--- src/rtl/ahb_bus_arbiter_if.sv ---
// ahb_bus_arbiter_if
//   Groups the request/grant signals exchanged between the AHB masters and the arbiter.
//   The master modport is the requesting side. The slave modport is the arbiter side.
//   hbusreq/hlock    : per-master bus request and locked-access request
//   htrans/hburst    : transfer type and burst type of the current address-phase owner
//   hready           : transfer-done from the slave mux
//   hgrant           : one-hot grant
//   hmaster          : address-phase owner index
//   hmaster_data     : data-phase owner index
//   hmastlock        : current address-phase transfer is locked
interface ahb_bus_arbiter_if #(
   parameter int NUM_MASTERS = 4,
   parameter int MW          = 2
);
   logic [NUM_MASTERS-1:0] hbusreq;
   logic [NUM_MASTERS-1:0] hlock;
   logic [1:0]             htrans;
   logic [2:0]             hburst;
   logic                   hready;
   logic [NUM_MASTERS-1:0] hgrant;
   logic [MW-1:0]          hmaster;
   logic [MW-1:0]          hmaster_data;
   logic                   hmastlock;

   modport master (
      output hbusreq, hlock, htrans, hburst, hready,
      input  hgrant, hmaster, hmaster_data, hmastlock
   );

   modport slave (
      input  hbusreq, hlock, htrans, hburst, hready,
      output hgrant, hmaster, hmaster_data, hmastlock
   );
endinterface

--- src/rtl/ahb_bus_arbiter.sv ---
// ahb_bus_arbiter
//   Round-robin AHB arbiter for NUM_MASTERS masters. Ownership changes only on accepted
//   transfer boundaries. Fixed-length bursts and locked sequences are never split.
//   hclk   : bus clock, rising edge
//   hreset : asynchronous active-high reset
//   bus    : ahb_bus_arbiter_if.slave carrying requests, transfer info, grant and owner outputs
module ahb_bus_arbiter #(
   parameter int NUM_MASTERS = 4,
   parameter int MW          = 2
) (
   input  logic             hclk,
   input  logic             hreset,
   ahb_bus_arbiter_if.slave bus
);

   typedef enum logic {ST_ARB = 1'b0, ST_LOCKED = 1'b1} state_t;

   localparam logic [1:0] TR_IDLE   = 2'b00;
   localparam logic [1:0] TR_BUSY   = 2'b01;
   localparam logic [1:0] TR_NONSEQ = 2'b10;
   localparam logic [1:0] TR_SEQ    = 2'b11;

   localparam logic [NUM_MASTERS-1:0] GRANT_M0 = {{(NUM_MASTERS-1){1'b0}}, 1'b1};

   state_t                 state_q, state_d;
   logic [NUM_MASTERS-1:0] hgrant_q, hgrant_d;
   logic [MW-1:0]          hmaster_q, hmaster_d;
   logic [MW-1:0]          hmaster_data_q, hmaster_data_d;
   logic                   hmastlock_q, hmastlock_d;
   logic [3:0]             remain_q, remain_d;
   logic [MW-1:0]          rr_ptr_q, rr_ptr_d;

   logic [3:0]             next_remain;
   logic [MW-1:0]          owner_idx;
   logic                   lock_cond;
   logic                   rearb;
   logic                   found;
   logic [MW-1:0]          winner;

   // Beat count the current fixed burst will have after this edge.
   always_comb begin
      next_remain = remain_q;
      if (bus.hready) begin
         case (bus.htrans)
            TR_IDLE:   next_remain = 4'd0;
            TR_BUSY:   next_remain = remain_q;
            TR_NONSEQ: begin
               case (bus.hburst)
                  3'b000, 3'b001: next_remain = 4'd0;
                  3'b010, 3'b011: next_remain = 4'd3;
                  3'b100, 3'b101: next_remain = 4'd7;
                  3'b110, 3'b111: next_remain = 4'd15;
                  default:        next_remain = 4'd0;
               endcase
            end
            TR_SEQ:    next_remain = (remain_q != 4'd0) ? (remain_q - 4'd1) : 4'd0;
            default:   next_remain = 4'd0;
         endcase
      end else begin
         next_remain = remain_q;
      end
   end

   // Index of the current grant holder. The grant is one-hot, so the last match is the only match.
   always_comb begin
      owner_idx = '0;
      for (int i = 0; i < NUM_MASTERS; i++) begin
         owner_idx = hgrant_q[i] ? MW'(i) : owner_idx;
      end
   end

   // The owner keeps the bus while it requests with hlock. Otherwise re-arbitration waits for a burst boundary.
   always_comb begin
      lock_cond = bus.hlock[owner_idx] & bus.hbusreq[owner_idx];
      rearb     = bus.hready & (next_remain == 4'd0) & ~lock_cond;
   end

   // Round-robin scan starting just after rr_ptr and wrapping around, ending at rr_ptr itself.
   always_comb begin
      int            cand;
      logic [MW-1:0] cand_idx;
      found    = 1'b0;
      winner   = '0;
      cand     = 0;
      cand_idx = '0;
      for (int k = 1; k <= NUM_MASTERS; k++) begin
         cand = int'(rr_ptr_q) + k;
         if (cand >= NUM_MASTERS) begin
            cand = cand - NUM_MASTERS;
         end else begin
            cand = cand;
         end
         cand_idx = MW'(cand);
         if (!found && bus.hbusreq[cand_idx]) begin
            found  = 1'b1;
            winner = cand_idx;
         end else begin
            found  = found;
         end
      end
   end

   // Next-state logic. Everything holds while hready is low.
   always_comb begin
      state_d        = state_q;
      hgrant_d       = hgrant_q;
      hmaster_d      = hmaster_q;
      hmaster_data_d = hmaster_data_q;
      hmastlock_d    = hmastlock_q;
      remain_d       = remain_q;
      rr_ptr_d       = rr_ptr_q;
      if (bus.hready) begin
         remain_d       = next_remain;
         hmaster_d      = owner_idx;
         hmastlock_d    = bus.hlock[owner_idx];
         hmaster_data_d = hmaster_q;
         case (state_q)
            ST_ARB:    state_d = lock_cond ? ST_LOCKED : ST_ARB;
            ST_LOCKED: state_d = lock_cond ? ST_LOCKED : ST_ARB;
            default:   state_d = ST_ARB;
         endcase
         if (rearb) begin
            if (found) begin
               hgrant_d = GRANT_M0 << winner;
               rr_ptr_d = winner;
            end else begin
               // With no requester, master 0 gets a default grant. rr_ptr is left unchanged.
               hgrant_d = GRANT_M0;
               rr_ptr_d = rr_ptr_q;
            end
         end else begin
            hgrant_d = hgrant_q;
         end
      end else begin
         state_d = state_q;
      end
   end

   // State and output registers. A reset aborts any burst or lock in progress.
   always_ff @(posedge hclk or posedge hreset) begin
      if (hreset) begin
         state_q        <= ST_ARB;
         hgrant_q       <= GRANT_M0;
         hmaster_q      <= '0;
         hmaster_data_q <= '0;
         hmastlock_q    <= 1'b0;
         remain_q       <= 4'd0;
         rr_ptr_q       <= '0;
      end else begin
         state_q        <= state_d;
         hgrant_q       <= hgrant_d;
         hmaster_q      <= hmaster_d;
         hmaster_data_q <= hmaster_data_d;
         hmastlock_q    <= hmastlock_d;
         remain_q       <= remain_d;
         rr_ptr_q       <= rr_ptr_d;
      end
   end

   assign bus.hgrant       = hgrant_q;
   assign bus.hmaster      = hmaster_q;
   assign bus.hmaster_data = hmaster_data_q;
   assign bus.hmastlock    = hmastlock_q;

endmodule

--- src/flat_wrapper.sv ---
// flat-port wrapper written by rule: the top's interface ports become plain ports
module ahb_bus_arbiter_flat 
#(
   parameter int NUM_MASTERS = 4,
   parameter int MW          = 2
)
  (hclk, hreset, bus_hbusreq, bus_hlock, bus_htrans, bus_hburst, bus_hready, bus_hgrant, bus_hmaster, bus_hmaster_data, bus_hmastlock);
  ahb_bus_arbiter_if #(.NUM_MASTERS(NUM_MASTERS), .MW(MW)) bus_i ();
  input  logic hclk;
  input  logic hreset;
  input wire logic [$bits(bus_i.hbusreq)-1:0] bus_hbusreq;
  input wire logic [$bits(bus_i.hlock)-1:0] bus_hlock;
  input wire logic [$bits(bus_i.htrans)-1:0] bus_htrans;
  input wire logic [$bits(bus_i.hburst)-1:0] bus_hburst;
  input wire logic [$bits(bus_i.hready)-1:0] bus_hready;
  output wire logic [$bits(bus_i.hgrant)-1:0] bus_hgrant;
  output wire logic [$bits(bus_i.hmaster)-1:0] bus_hmaster;
  output wire logic [$bits(bus_i.hmaster_data)-1:0] bus_hmaster_data;
  output wire logic [$bits(bus_i.hmastlock)-1:0] bus_hmastlock;
  assign bus_i.hbusreq = bus_hbusreq;
  assign bus_i.hlock = bus_hlock;
  assign bus_i.htrans = bus_htrans;
  assign bus_i.hburst = bus_hburst;
  assign bus_i.hready = bus_hready;
  assign bus_hgrant = bus_i.hgrant;
  assign bus_hmaster = bus_i.hmaster;
  assign bus_hmaster_data = bus_i.hmaster_data;
  assign bus_hmastlock = bus_i.hmastlock;
  ahb_bus_arbiter #(.NUM_MASTERS(NUM_MASTERS), .MW(MW)) u_core (.hclk(hclk), .hreset(hreset), .bus(bus_i));
endmodule
--- config.mk ---
export PLATFORM = sky130hd
export DESIGN_NAME = ahb_bus_arbiter_flat
export DESIGN_NICKNAME = d
export VERILOG_FILES = /design/src/rtl/ahb_bus_arbiter_if.sv /design/src/rtl/ahb_bus_arbiter.sv /design/src/flat_wrapper.sv
export SDC_FILE = /design/constraint.sdc
export NUM_CORES = 1
export LEC_CHECK = 0
export ABC_AREA = 1
export CORE_ASPECT_RATIO = 0.75
export CORE_UTILIZATION = 45
export CTS_CLUSTER_SIZE = 28
export DETAILED_ROUTE_END_ITERATION = 10
export DONT_BUFFER_PORTS = 1
export GPL_TIMING_DRIVEN = 0
export HOLD_SLACK_MARGIN = 0.02
export SYNTH_ARGS = -nofsm -noshare
export SYNTH_HDL_FRONTEND = slang
export SYNTH_SLANG_ARGS = --single-unit
--- constraint.sdc ---
create_clock -name hclk -period 1.75 [get_ports hclk]
set_clock_uncertainty 0.05 [all_clocks]
set_input_delay 0.2625 -clock hclk [delete_from_list [all_inputs] [get_ports hclk]]
set_output_delay 0.2625 -clock hclk [all_outputs]
set_load 0.02 [all_outputs]
# == Yosys cells after proc, flatten, opt, wreduce, memory -nomap -nowiden ==
# Memories as Yosys holds them, arrays and structs flattened.
# Index checks and enable logic that the tools add are counted.
# classes
reduce_logical,11
bitwise_logic,4
n_eq_ne,3
n_shift,1
mux,31
order_cmp,9
addsub,9
# op_table
operator,count
$mux 2,10
$pmux 4 s4,1
$lt 2x3->1 const B,5
$bmux 1 s2,6
$mux 4,3
$mux 1,11
$ge 3x3->1 const B,3
$sub 2x1->2 const B,4
$add 2x2->3 const B,2
$add 2x3->4 const B,1
$eq 2x2->1 const B,2
$ge 4x3->1 const B,1
$logic_not 4->1,1
$reduce_bool 4->1,1
$shl 1x2->4 const A,1
$sub 4x1->4 const B,1
$add 2x1->3 const B,1
$and 1x1->1,3
$logic_and 1x1->1,3
$logic_not 1->1,3
$reduce_and 3->1,1
$eq 2x1->1 const B,1
$logic_not 2->1,1
$reduce_and 2->1,1
$not 1->1,1
# word_totals
out_inout_bits,9
romBits,32
regBits,15
n_memories,1
wordCells,75
# mem_list
memory,depth,width,read_ports,rd_clocked_by_memory_dff,write_ports,line,text
(no name shown),8,4,1,0,0,ahb_bus_arbiter.sv:48,case (bus.hburst)

# == Depth between registers and ports, before layout ==
# depth
word_depth,17
depth_mapped,14
ltp_nobuf,14

# == Least setup slack after synthesis ==
# No wires, ideal clock.
# synth_path
path_kind,register -> register
startpoint,register u_core.remain_q[0]
endpoint,register u_core.hgrant_q[3] (netlist: u_core.bus.hgrant[3])
arrival_time_ns,1.398
n_path_buf,0
required_time_ns,1.577
setup_ns,0.123
period_less_slack_ns,1.570
slack_ns,0.180
stages_incl_launch_ff,12
path_cell_list,dfrtp_1 -> inv_1 -> ha_1 -> nand2_1 -> nand2_1 -> nand3_1 -> nor2_1 -> nand3_1 -> nor2_4 -> nand2_2 -> nand2_1 -> o21ai_1
# synth_between
elab_chain_cells,8
elab_cells_between_ends,9
classes_between,add/sub (1); mux (3); bitwise (2); reduce/logical (3)
# synth_rtl
item,line,text
"start, declared",ahb_bus_arbiter.sv:30,"logic [3:0] remain_q, remain_d;"
"start signal, assigned",ahb_bus_arbiter.sv:155,remain_q <= remain_d;
$sub 4x1->4 or $reduce_bool 4->1 (tied branches),ahb_bus_arbiter.sv:56,TR_SEQ: next_remain = (remain_q != 4'd0) ? (remain_q - 4'd1) : 4'd0;
$mux 4,ahb_bus_arbiter.sv:56,
$pmux 4 s4,ahb_bus_arbiter.sv:44,case (bus.htrans)
$mux 4 *,ahb_bus_arbiter.sv:43,if (bus.hready) begin
$logic_not 4->1 *,ahb_bus_arbiter.sv:75,rearb = bus.hready & (next_remain == 4'd0) & ~lock_cond;
$and 1x1->1 * (2 in a row),ahb_bus_arbiter.sv:75,
$reduce_and 2->1 (no source line) *,n/a,
"end signal, assigned",ahb_bus_arbiter.sv:151,hgrant_q <= hgrant_d;
"end, declared",ahb_bus_arbiter.sv:26,"logic [NUM_MASTERS-1:0] hgrant_q, hgrant_d;"
# Mark *: on every way between the ends. The rest lies on a longest branch, timed or not.
# A chain may end at the register's enable or synchronous reset.

# == Final worst setup path ==
# layout_path
startpoint,register u_core.hgrant_q[2] (netlist: u_core.bus.hgrant[2])
endpoint,register u_core.hgrant_q[0] (netlist: u_core.bus.hgrant[0])
# layout_between
elab_chain_cells,8
elab_cells_between_ends,10
classes_between,mux (6); bitwise (3); reduce/logical (1)
# layout_rtl
item,line,text
$mux 2 * (2 in a row),ahb_bus_arbiter.sv:68,owner_idx = hgrant_q[i] ? MW'(i) : owner_idx;
$bmux 1 s2,ahb_bus_arbiter.sv:74,lock_cond = bus.hlock[owner_idx] & bus.hbusreq[owner_idx];
$mux 1 (implied by the code),ahb_bus_arbiter.sv:74,
$and 1x1->1 *,ahb_bus_arbiter.sv:74,
$not 1->1 *,ahb_bus_arbiter.sv:75,
$and 1x1->1 *,ahb_bus_arbiter.sv:75,
$reduce_and 2->1 (no source line) *,n/a,
# Mark *: on every way between the ends. The rest lies on a longest branch, timed or not. The select of a mux whose other input is x is not followed.

==> results_dict.tcl <==
set metrics [dict create \
    min_from "bus_hready" \
    ys_seq_area_share_pct 28.58 \
    drt_iter0_drc 78 \
    clock-sinks 15 \
    syn_nets 227 \
    cts_tree "built" \
    io_pins 25 \
    path_clk_slew_ns 0.06 \
    worstSetupStartpointType "register" \
    synthToLayoutAreaGrowth_pct 14.24 \
    viasPerCell 5.012 \
    critical_path_buf_inv_count 2 \
    vias 1273 \
    worstHoldEndpoint "u_core.remain_q[2]" \
    tns_ns 0 \
    start_util_pct 48.75 \
    die_width_microns 64.48 \
    r2r_start "u_core.bus.hgrant[2]" \
    synthDistinctLibCells 27 \
    final_nets 236 \
    rr_endpoint "u_core.bus.hgrant[0]" \
    outcome "finished clean" \
    end_kind "register" \
    clock.fmax_mhz 603.4 \
    rows 16 \
    ant_nets 0 \
    core_area_sq_um 2703 \
    finalPower_mw 2.519 \
    drc_errors 0 \
    routed_wl_mm 2.995 \
    hold_depth 1 \
    synthTopCellsByCount "nand2_1 (79), nor2_1 (25), inv_1 (21)" \
    critPathMaxStageDelay_ns 0.48 \
    slowest_stage "dfrtp_2" \
    clockRootBuffer "clkbuf_8" \
    clock_path_buffers 2 \
    drv_slew 0 \
    grt_pass1_vias 1187 \
    synth_seq_cells 15 \
    hold_viol 0 \
    cp_common_cell "nand2_1" \
    ys_async_sr_fraction_pct 100.0 \
    grt_max_degree 16 \
    place.gp.congestion 0.9202 \
    port-buffer-count 0 \
    critical_path.max_fanout 7 \
    worst_ep_required_time_ns 1.89 \
    syn_inst 210 \
    cts_max_level 1 \
    yosys-top-cells-area "dfrtp_1 (27%), nand2_1 (23%), nor2_1 (7.1%)" \
    fin_crit_ns 1.657 \
    setup_viol 0 \
    grt_pass1_wl_mm 5.216 \
    reg2reg_slack_ns 0.09 \
    cpLargestDelayFamily "simple AND/OR/NAND/NOR gates" \
    reg2reg_depth 13 \
    synth-edff-count 0 \
    critical_path_class "register to register" \
    die_h_microns 48.86 \
    antenna_found_initial 0 \
    tightest_slew_ns 0.5757 \
    dieArea_sq_um 3150 \
    cp.arrival_ns 1.80 \
    drive_gt1_share_pct 28.44 \
    drv_cap 0 \
    numCtsBuffers 3 \
    p_leak_nw 0.8088 \
    hp-class "primary input to register" \
    avgRoutedWirePerCell_microns 11.79 \
    placedCellCount 246 \
    rsz0062_at_grt "no" \
    final_cells 254 \
    antenna_cells 0 \
    yosysTopAreaCell "dfrtp_1" \
    dp_hpwl_mm 2.348 \
    clk_latency_ns 0.25 \
    synth_most_common_cell "nand2_1" \
    fin_crit_sh_pct 94.71 \
    synth_top_area_share_pct 26.59 \
    yosys_most_used_dff "dfrtp_1" \
    grt.overflow.total 0 \
    synth.yosys.warnings 0 \
    slew_headroom_pct 61.58 \
    powerDensity_nw_per_um2 1674 \
    grt_usage_pct 21.00 \
    netlist_area_sq_um 1318 \
    ir_worst_vdd_uv 796.8 \
    syn_area_per_cell_sq_um 6.274 \
    crit_path_cell_trace "inv_2 -> nand2_4 -> nand2_4 -> nand2_2 -> nand2_1 -> nand2_1 -> nand2_1 -> nand3_2 -> nor2_4 -> nand2_4 -> inv_2 -> nand2_1 -> nand2_1" \
    firstDrtPassIters 4 \
]
==> flip-flops by register name, summed over array words and instances, names as in the netlist <==
| signal | flops |
|---|---|
| u_core.bus.hmaster_data | 2 |
| u_core.bus.hmastlock | 1 |
| u_core.rr_ptr_q | 2 |
| u_core.remain_q | 4 |
| u_core.bus.hmaster | 2 |
| u_core.bus.hgrant | 4 |
==> logic make-up after synthesis <==
| logic type | Yosys count | synth area share, % |
|---|---|---|
| AO/OA/AOI/OAI | 11 | 4.938 |
| buffers and inverters | 33 | 11.02 |
| AND/OR/NAND/NOR | 150 | 54.51 |
| flip-flops | 15 | 28.59 |
| adder cells (fa/ha/maj) | 1 | 0.9495 |
==> per-stage QoR <==
step                cell area (sq um)  utilization (%)  hold WS (ns)  setup slack (ns)
floorplan                        1318                -        0.1133            0.1796
global placement                 1363            50.42        0.1746           -0.1033
detailed placement               1363            50.42        0.1935           -0.1064
CTS                              1461            54.07       0.08079          0.006784
global route                     1505            55.69       0.07695          0.004430
finish                           1505            55.69       0.08153           0.09259
==> worst reg2reg max path, cell delays in order, from the launching register on <==
cell and delay (ns):
dfrtp_2 0.48, inv_2 0.11, nand2_4 0.07, nand2_4 0.07
nand2_2 0.04, nand2_1 0.07, nand2_1 0.05, nand2_1 0.09
nand3_2 0.10, nor2_4 0.16, nand2_4 0.10, inv_2 0.07
nand2_1 0.06, nand2_1 0.07
==> where the power goes <==
group	switching, mW	internal [mW]
Sequential	0.220	0.477
Clock	0.129	0.158
Combinational	0.990	0.544
Total	1.34	1.18
==> repair_timing <==
| action | in CTS | in global routing |
|---|---|---|
| gates resized for setup | 9 | 13 |
| endpoints found under the setup margin | 6 | 6 |
| pin swaps | 4 | 6 |
| hold endpoints to repair | 14 | 0 |
| buffers inserted | 2 | 1 |
| hold buffers | 1 | 0 |
==> worst max path at each step <==
stage | slack, ns | cells after the start | to | start
detailed placement | -0.11 | 12 | u_core.bus.hgrant[0] | u_core.remain_q[0]
floorplan | 0.18 | 11 | u_core.bus.hgrant[3] | u_core.remain_q[0]
CTS | 0.007 | 10 | u_core.rr_ptr_q[1] | u_core.bus.hgrant[3]
global placement | -0.10 | 12 | u_core.bus.hgrant[0] | u_core.remain_q[0]
global route | 0.004 | 12 | u_core.bus.hgrant[0] | u_core.remain_q[1]
finish | 0.09 | 13 | u_core.bus.hgrant[0] | u_core.bus.hgrant[2]
==> placed cells by master, fill, tap and decap left out, types with 2 or more instances in the layout <==
cell and n:
inv_4 2, buf_4 4, nand3_2 4, nor2_1 23, inv_2 8, o21ai_0 4
nand2_4 8, o21ai_1 3, dfrtp_1 11, clkinv_1 2, nand3_1 12, inv_1 17
clkbuf_8 3, nor2_2 5, nand2_2 15, nand2_1 75, a31oi_1 2, dfrtp_2 3
nand4_1 5
==> layer usage <==
metal  routed length [microns]  track usage, %
met4                         0           2.222
met1                      1534           30.43
met5                         0               0
met2                      1239           31.93
met3                       221           5.841
==> cell type report <==
| cell class | instances | area (sq um) |
|---|---|---|
| buffer | 3 | 22.52 |
| clock buffer | 3 | 41.29 |
| multi-input combinational | 162 | 853.3 |
| tap | 36 | 45.04 |
| inverter | 30 | 125.1 |
| fill | 284 | 1197 |
| clock inverter | 1 | 5.005 |
| timing repair buffer | 4 | 32.53 |
| sequential | 15 | 380.4 |
Note: power is estimated with default switching activity, not from simulation.
==> RTL change: new RTL, same settings <==
`NUM_MASTERS` is set to 4 in 3 places; all go to 2.
--- a/src/rtl/ahb_bus_arbiter_if.sv
+++ b/src/rtl/ahb_bus_arbiter_if.sv
@@ -10,5 +10,5 @@
 //   hmastlock        : current address-phase transfer is locked
 interface ahb_bus_arbiter_if #(
-   parameter int NUM_MASTERS = 4,
+   parameter int NUM_MASTERS = 2,
    parameter int MW          = 2
 );
--- a/src/rtl/ahb_bus_arbiter.sv
+++ b/src/rtl/ahb_bus_arbiter.sv
@@ -6,5 +6,5 @@
 //   bus    : ahb_bus_arbiter_if.slave carrying requests, transfer info, grant and owner outputs
 module ahb_bus_arbiter #(
-   parameter int NUM_MASTERS = 4,
+   parameter int NUM_MASTERS = 2,
    parameter int MW          = 2
 ) (
--- a/src/flat_wrapper.sv
+++ b/src/flat_wrapper.sv
@@ -2,5 +2,5 @@
 module ahb_bus_arbiter_flat 
 #(
-   parameter int NUM_MASTERS = 4,
+   parameter int NUM_MASTERS = 2,
    parameter int MW          = 2
 )
Interface: changed (resized bus_hbusreq, bus_hgrant and bus_hlock); port bits go from 25 to 19. The function was not compared with the original's and may differ.
==> RTL change against the original RTL <==
Setup slack gained 0.076 ns. Synthesized area fell by 42%. Critical path type unchanged. Cell area fell by 43%. Wire length down 50%. Maximum frequency up 4.8%. Critical endpoint is now u_core.bus.hgrant[1]$_DFFE_PP0P_. Sequential power fell by 35%. Total power shrank 62%. Die area fell by 41%. Sequential cell count decreased by 4. Core utilization is 0.68 points higher.
==> RTL change: results (changes against the original RTL) <==
[run_status] status complete, no violations
[yosys] number of warning messages in the yosys log 0 [unchanged]
[yosys] largest cells by area after synthesis dfrtp_1, nand2_1, inv_1
[clocking] worst-case clock buffer depth 2 [unchanged]
[setup_path] arrival time of the worst setup path 1.68 ns [-0.12 ns]
[power] Switch Pwr 401.2 uW [-70%]
[route] Initial DRT Pass Iterations 5 [+1]
[clocking] H-tree depth reported by CTS 1 [unchanged]
[finish] flip-flop count of the largest register, all copies and words added 4
[grt] wire length of the first global-routing pass 2532 um [-51%]
[power] VDD IR-drop max 0.6071 mV [-24%]
[grt] initial antenna violation count 0 [unchanged]
[setup_path] worst-path cell with the longest stage delay dfrtp_1
[setup_path] maximum fanout along the worst path 4 [-3]
[grt] global router's overall resource usage 18.97% [-2.0 points]
[placement] Final GP Congestion 0.8413 [-8.6%]
[yosys] register area share after synthesis 36.35% [+7.8 points]
[yosys] top_reg_cell synth dfrtp_1
[grt] largest net degree at the start of global routing 12 [-4]
[yosys] most used standard cells in the synthesized netlist nand2_1, inv_1, dfrtp_1, nor2_1, o21ai_0
[sta] slack of the critical path 0.1685 ns [+0.07586 ns]
[route] detailed-route wire length 1503 um [-50%]
[setup_path] r2r setup slk 0.17 ns [+0.08 ns]
[setup_path] cell class contributing the biggest share of worst-path delay simple AND/OR/NAND/NOR gates
[setup_path] FF-to-FF path depth 11 [-2]
[placement] placement-stage worst setup slack 0.07961 ns [+0.1861 ns]
[finish] share of layout cells above drive strength 1 23.93% [-4.5 points]
[placement] post-place instance area 790.8 sq um [-42%]
[sta] worst-case hold slack 0.1174 ns [+0.03590 ns]
[power] power in combinational cells 319 uW [-79%]
[route] number of violations reported at the end of detailed-routing iteration 0 26 [-67%]
[sta] count of final hold-check violations 0 [unchanged]
[setup_path] beginning of the worst register-to-register path u_core.remain_q[1]$_DFFE_PP0P_
[clocking] TritonCTS Buffers 3 [unchanged]
[power] leakage 0.0004661 uW [-42%]
[hold_path] launch point of the worst hold path bus_hlock[0]
[hold_path] worst hold stages 2 [+1]
[placement] post-detailed-placement half-perimeter wirelength 1148 um [-51%]
[hold_path] path type of the worst min-delay path in -> reg
[setup_path] CP endpoint u_core.bus.hgrant[1]$_DFFE_PP0P_
[yosys] Unique masters post-synth 23 [-15%]
[finish] number of non-filler instances in the completed layout 138 [-46%]
[grt] vias in the first global route 602 [-49%]
[yosys] number of standard cells after synthesis 109 [-48%]
[hold_path] worst hold path endpoint u_core.bus.hmastlock$_DFFE_PP0P_
[clocking] clock latency on the worst-skew pair 0.27 ns [+0.02 ns]
[setup_path] Crit path largest cell delay 0.40 ns [-0.08 ns]
[route] vias per inst 4.826 [-3.7%]
[clocking] clock slew at the register clock pins of the worst setup and hold paths 0.08 ns [+0.02 ns]
[sta] Final Setup Violations 0 [unchanged]
[clocking] clock root buffer clkbuf_4
[finish] Antenna diodes 0 [unchanged]
[power] clock group share of total power 18.7% [+7.3 points]
[setup_path] startpoint kind of the worst setup timing path flip-flop
[finish] Layout Nets 131 [-44%]
[power] power share of the combinational group 33.6% [-27 points]
[yosys] Async S/R FF share, synth 100.0% [unchanged]
## RTL change: cell count changes after synthesis, moves of 2 or more
| cell | before | now |
|---|---|---|
| nand3_1 | 15 | 4 |
| nand2_2 | 14 | 4 |
| nand4_1 | 5 | 2 |
| nand2_4 | 5 | 0 |
| nor2_1 | 25 | 8 |
| inv_1 | 21 | 19 |
| clkinv_1 | 2 | 0 |
| dfrtp_1 | 14 | 10 |
| nand2_1 | 79 | 30 |
| a21oi_1 | 0 | 3 |
| inv_2 | 5 | 3 |
## RTL change: logic make-up (layout without fill, tap and decap cells)
kind of cell             after synthesis  count (layout)  share of synthesized area [%]
flip-flops                            11              11                          36.35
AND/OR/NAND/NOR                       55              55                          34.70
other                                  1               2                         0.4929
AO/OA/AOI/OAI                         16              16                          13.32
buffers and inverters                 25              32                          13.49
adder cells (fa/ha/maj)                1               1                          1.644
## RTL change: cell type report
type,count,area [sq um]
timing repair buffer,3,25.02
tap,21,26.28
multi-input combinational,74,405.4
sequential,11,276.5
clock inverter,1,5.005
inverter,22,82.58
clock buffer,3,22.52
buffer,3,20.02
fill,149,668.1
## RTL change: metal layers
metal / part of all wire [%] / up-vias / track usage [%]
met1: 46 / 295 / 25.31
met5: 0 / - / 0
met4: 0.40 / 0 / 2.143
met2: 44 / 21 / 29.45
met3: 9.0 / 2 / 8.130
li1: - / 348 / -
## RTL change: worst register-to-register path, stage by stage (launching register included)
cell     delay, ns
dfrtp_1       0.40
inv_1         0.11
ha_4          0.16
inv_1         0.04
nand2_1       0.05
nand2_1       0.05
nand3_1       0.06
nand2_1       0.09
a21oi_4       0.19
nand3_2       0.12
nand2_1       0.07
o21ai_1       0.07
## RTL change: repair_timing
item,CTS,global route
setup buffers,0,2
setup endpoints to repair,0,4
endpoints found under the hold margin,10,0
gates resized for setup,0,3
hold buffers,1,0
